<file path="config.mk">
export PLATFORM = sky130hd
export DESIGN_NAME = stopwatch_counter
export DESIGN_NICKNAME = d
export VERILOG_FILES = /design/src/rtl/stopwatch_counter.sv
export SDC_FILE = /design/constraint.sdc
export NUM_CORES = 1
export LEC_CHECK = 0
export ABC_AREA = 1
export CAP_MARGIN = 20
export CORE_ASPECT_RATIO = 2
export CORE_MARGIN = 4
export CORE_UTILIZATION = 45
export DETAILED_ROUTE_END_ITERATION = 16
export GPL_ROUTABILITY_DRIVEN = 0
export PLACE_DENSITY = 0.75
export REMOVE_ABC_BUFFERS = 1
export SETUP_SLACK_MARGIN = 0.4
export SYNTH_ARGS = -nofsm -noshare
export SYNTH_HDL_FRONTEND = slang
export SYNTH_SLANG_ARGS = --single-unit
</file>
<file path="constraint.sdc">
create_clock -name clk -period 1.4 [get_ports clk]
set_clock_uncertainty 0.1 [all_clocks]
set_input_delay 0.14 -clock clk [delete_from_list [all_inputs] [get_ports clk]]
set_output_delay 0.14 -clock clk [all_outputs]
set_load 0.03 [all_outputs]
</file>
<file path="src/rtl/stopwatch_counter.sv">
// MM:SS stopwatch core: four BCD digits with run/pause, clear and manual adjust.
// Optional macro STOPWATCH_SATURATE_EN holds time at MIN_MAX:SEC_MAX instead of wrapping.
module stopwatch_counter #(
   parameter int MIN_MAX = 59,
   parameter int SEC_MAX = 59
) (
   input  logic       clk,
   input  logic       rst,
   input  logic       tick_1hz,
   input  logic       tick_adj,
   input  logic       pause_btn,
   input  logic       clear_btn,
   input  logic       adj,
   input  logic       sel,
   output logic [3:0] min_tens,
   output logic [3:0] min_ones,
   output logic [3:0] sec_tens,
   output logic [3:0] sec_ones,
   output logic       running,
   output logic       wrap
);

   typedef enum logic [1:0] {PAUSED, RUN, ADJUST} state_t;

   localparam logic [7:0] MIN_LIM = {4'(MIN_MAX / 10), 4'(MIN_MAX % 10)};
   localparam logic [7:0] SEC_LIM = {4'(SEC_MAX / 10), 4'(SEC_MAX % 10)};

   state_t     state, state_n;
   logic [7:0] min_q, min_n;
   logic [7:0] sec_q, sec_n;
   logic       wrap_n;
   logic       at_max;
`ifdef STOPWATCH_SATURATE_EN
   logic       sat, sat_n;
`endif

   // Two-digit BCD increment that rolls over to 00 after the limit.
   function automatic logic [7:0] bcd_inc(input logic [7:0] val, input logic [7:0] lim);
      if (val == lim)
         return 8'h00;
      else if (val[3:0] == 4'd9)
         return {val[7:4] + 4'd1, 4'd0};
      else
         return {val[7:4], val[3:0] + 4'd1};
   endfunction

   assign at_max = (min_q == MIN_LIM) && (sec_q == SEC_LIM);

   always_comb begin
      // NOTE: every signal gets a default first so no path leaves it unassigned (no latch).
      state_n = state;
      min_n   = min_q;
      sec_n   = sec_q;
      wrap_n  = 1'b0;
`ifdef STOPWATCH_SATURATE_EN
      sat_n   = sat;
`endif
      if (clear_btn) begin
         min_n = 8'h00;
         sec_n = 8'h00;
         if (state == RUN)
            state_n = PAUSED;
`ifdef STOPWATCH_SATURATE_EN
         sat_n = 1'b0;
`endif
      end else begin
         if (adj)
            state_n = ADJUST;
         else if (state == ADJUST)
            state_n = PAUSED;
         else if (pause_btn)
            state_n = (state == RUN) ? PAUSED : RUN;

         // Ticks count only when the current state is still in force this cycle.
         if (state == RUN && !adj && tick_1hz) begin
`ifdef STOPWATCH_SATURATE_EN
            if (at_max) begin
               if (!sat) begin
                  wrap_n  = 1'b1;
                  sat_n   = 1'b1;
                  state_n = PAUSED;
               end
            end else if (sec_q == SEC_LIM) begin
               sec_n = 8'h00;
               min_n = bcd_inc(min_q, MIN_LIM);
            end else begin
               sec_n = bcd_inc(sec_q, SEC_LIM);
            end
`else
            if (sec_q == SEC_LIM) begin
               sec_n  = 8'h00;
               min_n  = bcd_inc(min_q, MIN_LIM);
               wrap_n = at_max;
            end else begin
               sec_n = bcd_inc(sec_q, SEC_LIM);
            end
`endif
         end

         if (state == ADJUST && adj && tick_adj) begin
            if (sel)
               sec_n = bcd_inc(sec_q, SEC_LIM);
            else
               min_n = bcd_inc(min_q, MIN_LIM);
         end
`ifdef STOPWATCH_SATURATE_EN
         if (state_n == ADJUST)
            sat_n = 1'b0;
`endif
      end
   end

   // NOTE: sequential state uses non-blocking assignments so all registers update together.
   always_ff @(posedge clk or negedge rst) begin
      if (!rst) begin
         state   <= PAUSED;
         min_q   <= 8'h00;
         sec_q   <= 8'h00;
         running <= 1'b0;
         wrap    <= 1'b0;
`ifdef STOPWATCH_SATURATE_EN
         sat     <= 1'b0;
`endif
      end else begin
         state   <= state_n;
         min_q   <= min_n;
         sec_q   <= sec_n;
         running <= (state_n == RUN);
         wrap    <= wrap_n;
`ifdef STOPWATCH_SATURATE_EN
         sat     <= sat_n;
`endif
      end
   end

   assign min_tens = min_q[7:4];
   assign min_ones = min_q[3:0];
   assign sec_tens = sec_q[7:4];
   assign sec_ones = sec_q[3:0];

endmodule

</file>
==> run summary <==
Synth Area in XOR/XNOR: 2.17%
initial antenna violation count: 0
FF-to-FF End: sec_q[6]
Leakage Power: 1.04 nW
Core Util, Final: 81.7%
first-pass GRT wire length: 6.17 mm
layout cells sized above 1: 44.3%
Post-Route WL: 4.24 mm
port bufs: 25
Max H-tree Level: 1
Ys Warns: 0
WP data required: 1.48 ns
cell area power density: 582 nW/um2
Max FO, Critical Path: 2
Mean Syn Cell Area: 7.43 um2
io pins: 26
Post-Synthesis Cells: 163
post-synthesis mux area share: 0%
fmax: 625 MHz
RSZ-0062 raised after global routing: true
met1 Use GR: 21.4%
Sequential Area: 505 um2
crit path time final: 1.60 ns
Final Max Tran Viols: 0
Post-Syn Area: 1210 um2
Die ar.: 3640 um2
Synth Area in Adders: 8.26%
starting density of the core: 47.1%
grt met2 use: 45.4%
Pwr Total: 1.22 mW
Core Area: 2570 um2
largest family of logic cells by synthesized area: simple AND/OR/NAND/NOR gates
outcome: finished with violations
Clk Latency, worst-skew pair: 0.26 ns
root buffer cell: clkbuf_8
Chip Width: 44.7 um
hold_buf cts: 0
worst setup margin: -0.201 ns
worst-margin pin slew: 0.308 ns
normalized max-slew margin: 79.5%
Die H: 81.4 um
placed cell areas: 1670 um2
CP Data Arrival Time: 1.68 ns
Crit. End Element: flip-flop
drt drc: 0
vias: 1,403
pin count of the biggest net entering global routing: 21
Setup violations, final: 15
area of the multi-input gates: 744 um2
Iter 0 DRT Violations: 34
reg2reg start: sec_q[0]
Seq/Total Area, Yosys: 41.3%
P&R area growth vs syn: 73.3%
HP Class: in2async
worst reg-to-reg setup slack: -0.20 ns
gr usage total: 22.9%
wire per inst: 16.1 um
Finished Cell Area: 2100 um2
fin crit share: 114%
Synth Register Bits: 20
vias in the first global route: 1,465
GR Overflow Total: 0
Post-Synth Simple-Gate Area: 33.0%
type of origin of the critical path: flip-flop
maximum VDD drop: 0.549 mV
Setup Crit Path Kind: reg2reg
Reg2Reg Depth: 8
antenna fix cells: 0
DRT Pass-1 Iters: 4
CTS max path bufs: 2
Compound-Gate Fraction of Synth Area: 5.58%
GRT Max-Usage Layer: met2
Max Cap Viol: 0
vias per inst: 5.33
Netlist cell types: 21
fillcell total: 164
fin nets: 253
GRT met3 Usage: 2.88%
TritonCTS clock tree: built
Final Hold Viols: 0
post-route antenna net violation count: 0
clock buffer count from CTS: 3
TritonCTS Sinks: 20
failing checks: setup timing
Rows: 26
dpl hpwl: 2.68 mm
Reg clk slew, reported paths: 0.08 ns
[flip-flops by register name, summed over array words and instances (netlist names)]
| signal | count |
|---|---|
| min_q | 8 |
| running | 1 |
| sec_q | 8 |
| state | 2 |
| wrap | 1 |
[cell usage in the layout (no fill, tap or decap), drive strengths merged]
master | netlist | routed
buf | 3 | 65
nand2 | 42 | 42
nor2 | 29 | 29
inv | 24 | 24
dfrtp | 20 | 20
nand3 | 12 | 12
ha | 8 | 8
clkdlybuf4s50 | 0 | 7
o21ai | 5 | 5
nor3 | 5 | 5
a21oi | 4 | 4
nand3b | 3 | 3
xor2 | 3 | 3
clkbuf | 0 | 3
nand4 | 2 | 2
a22oi | 1 | 1
o2111ai | 1 | 1
a31oi | 1 | 1
[metal layers]
layer  wire (um)  vias up
met5           0        -
met4         184        0
met3         171       16
met2        2580       45
met1        1300      686
li1            -      656
[synth_stat cells]
cell | count | share of area (%)
a21oi_1 | 4 | 1.7
a22oi_1 | 1 | 0.62
a31oi_1 | 1 | 0.52
buf_2 | 1 | 0.41
buf_6 | 2 | 1.9
dfrtp_1 | 20 | 41
ha_1 | 8 | 8.3
inv_1 | 23 | 7.1
inv_2 | 1 | 0.31
nand2_1 | 41 | 13
nand2_2 | 1 | 0.52
nand3_1 | 11 | 4.5
nand3_2 | 1 | 0.83
nand3b_1 | 3 | 1.9
nand4_1 | 2 | 1.0
nor2_1 | 27 | 8.4
nor2_2 | 2 | 1.0
nor3_1 | 5 | 2.1
o2111ai_1 | 1 | 0.72
o21ai_0 | 5 | 2.1
xor2_1 | 3 | 2.2
[final cells by class]
| class | count | share of cell area (%) |
|---|---|---|
| multi-input cells | 116 | 35.5 |
| repair buffers | 72 | 32.5 |
| flip-flops and latches | 20 | 24.1 |
| inverters | 24 | 4.29 |
| clock buffers | 3 | 1.97 |
| well taps | 28 | 1.67 |
[cells by family (layout without fill, tap and decap cells)]
logic type	after synthesis	in the layout
compound gates	12	12
fa+ha+maj	8	8
xor+xnor	3	3
flops	20	20
buf+inv	27	99
simple gates	93	93
[how the worst max path moves through the flow]
stage	startpoint	cells after the start	to	slack [ns]
finish	sec_q[0]	8	sec_q[6]	-0.20
global route	sec_q[5]	11	min_q[2]	-0.23
CTS	sec_q[4]	8	sec_q[6]	-0.13
detailed placement	adj	9	sec_q[3]	-0.23
global placement	adj	9	sec_q[2]	-0.17
floorplan	sec_q[0]	8	min_q[1]	-0.35
[per-stage QoR]
step	worst slack, ns	std cells	hold slack [ns]	TNS [ns]
2_1_floorplan	-0.353	160	-0.256	-3.13
3_3_place_gp	-0.173	240	0.404	-1.94
3_5_place_dp	-0.235	240	0.411	-2.99
4_1_cts	-0.129	253	0.139	-1.35
5_1_grt	-0.235	263	0.142	-2.41
6_report	-0.201	263	0.133	-1.31
[worst max-delay path, stage by stage (launching register included)]
cell      delay, ns
dfrtp_1        0.43
ha_4           0.19
nand3_4        0.07
nor2_4         0.05
buf_4          0.12
buf_6          0.10
buf_6          0.11
nand3b_1       0.18
a21oi_2        0.17
[power breakdown]
part	total [mW]	leakage [nW]	switching (mW)	internal, mW
logic	0.233	0.753	0.122	0.111
registers	0.605	0.268	0.0149	0.590
clock network	0.384	0.0216	0.192	0.192
[timing repair]
action                                  4_1_cts  5_1_grt
endpoints found under the setup margin       37       38
cloned                                        1        0
buffers inserted                              9       10
gates resized for setup                     142       31
pin swaps                                    13       10
Note: power is estimated with default switching activity, not from simulation.
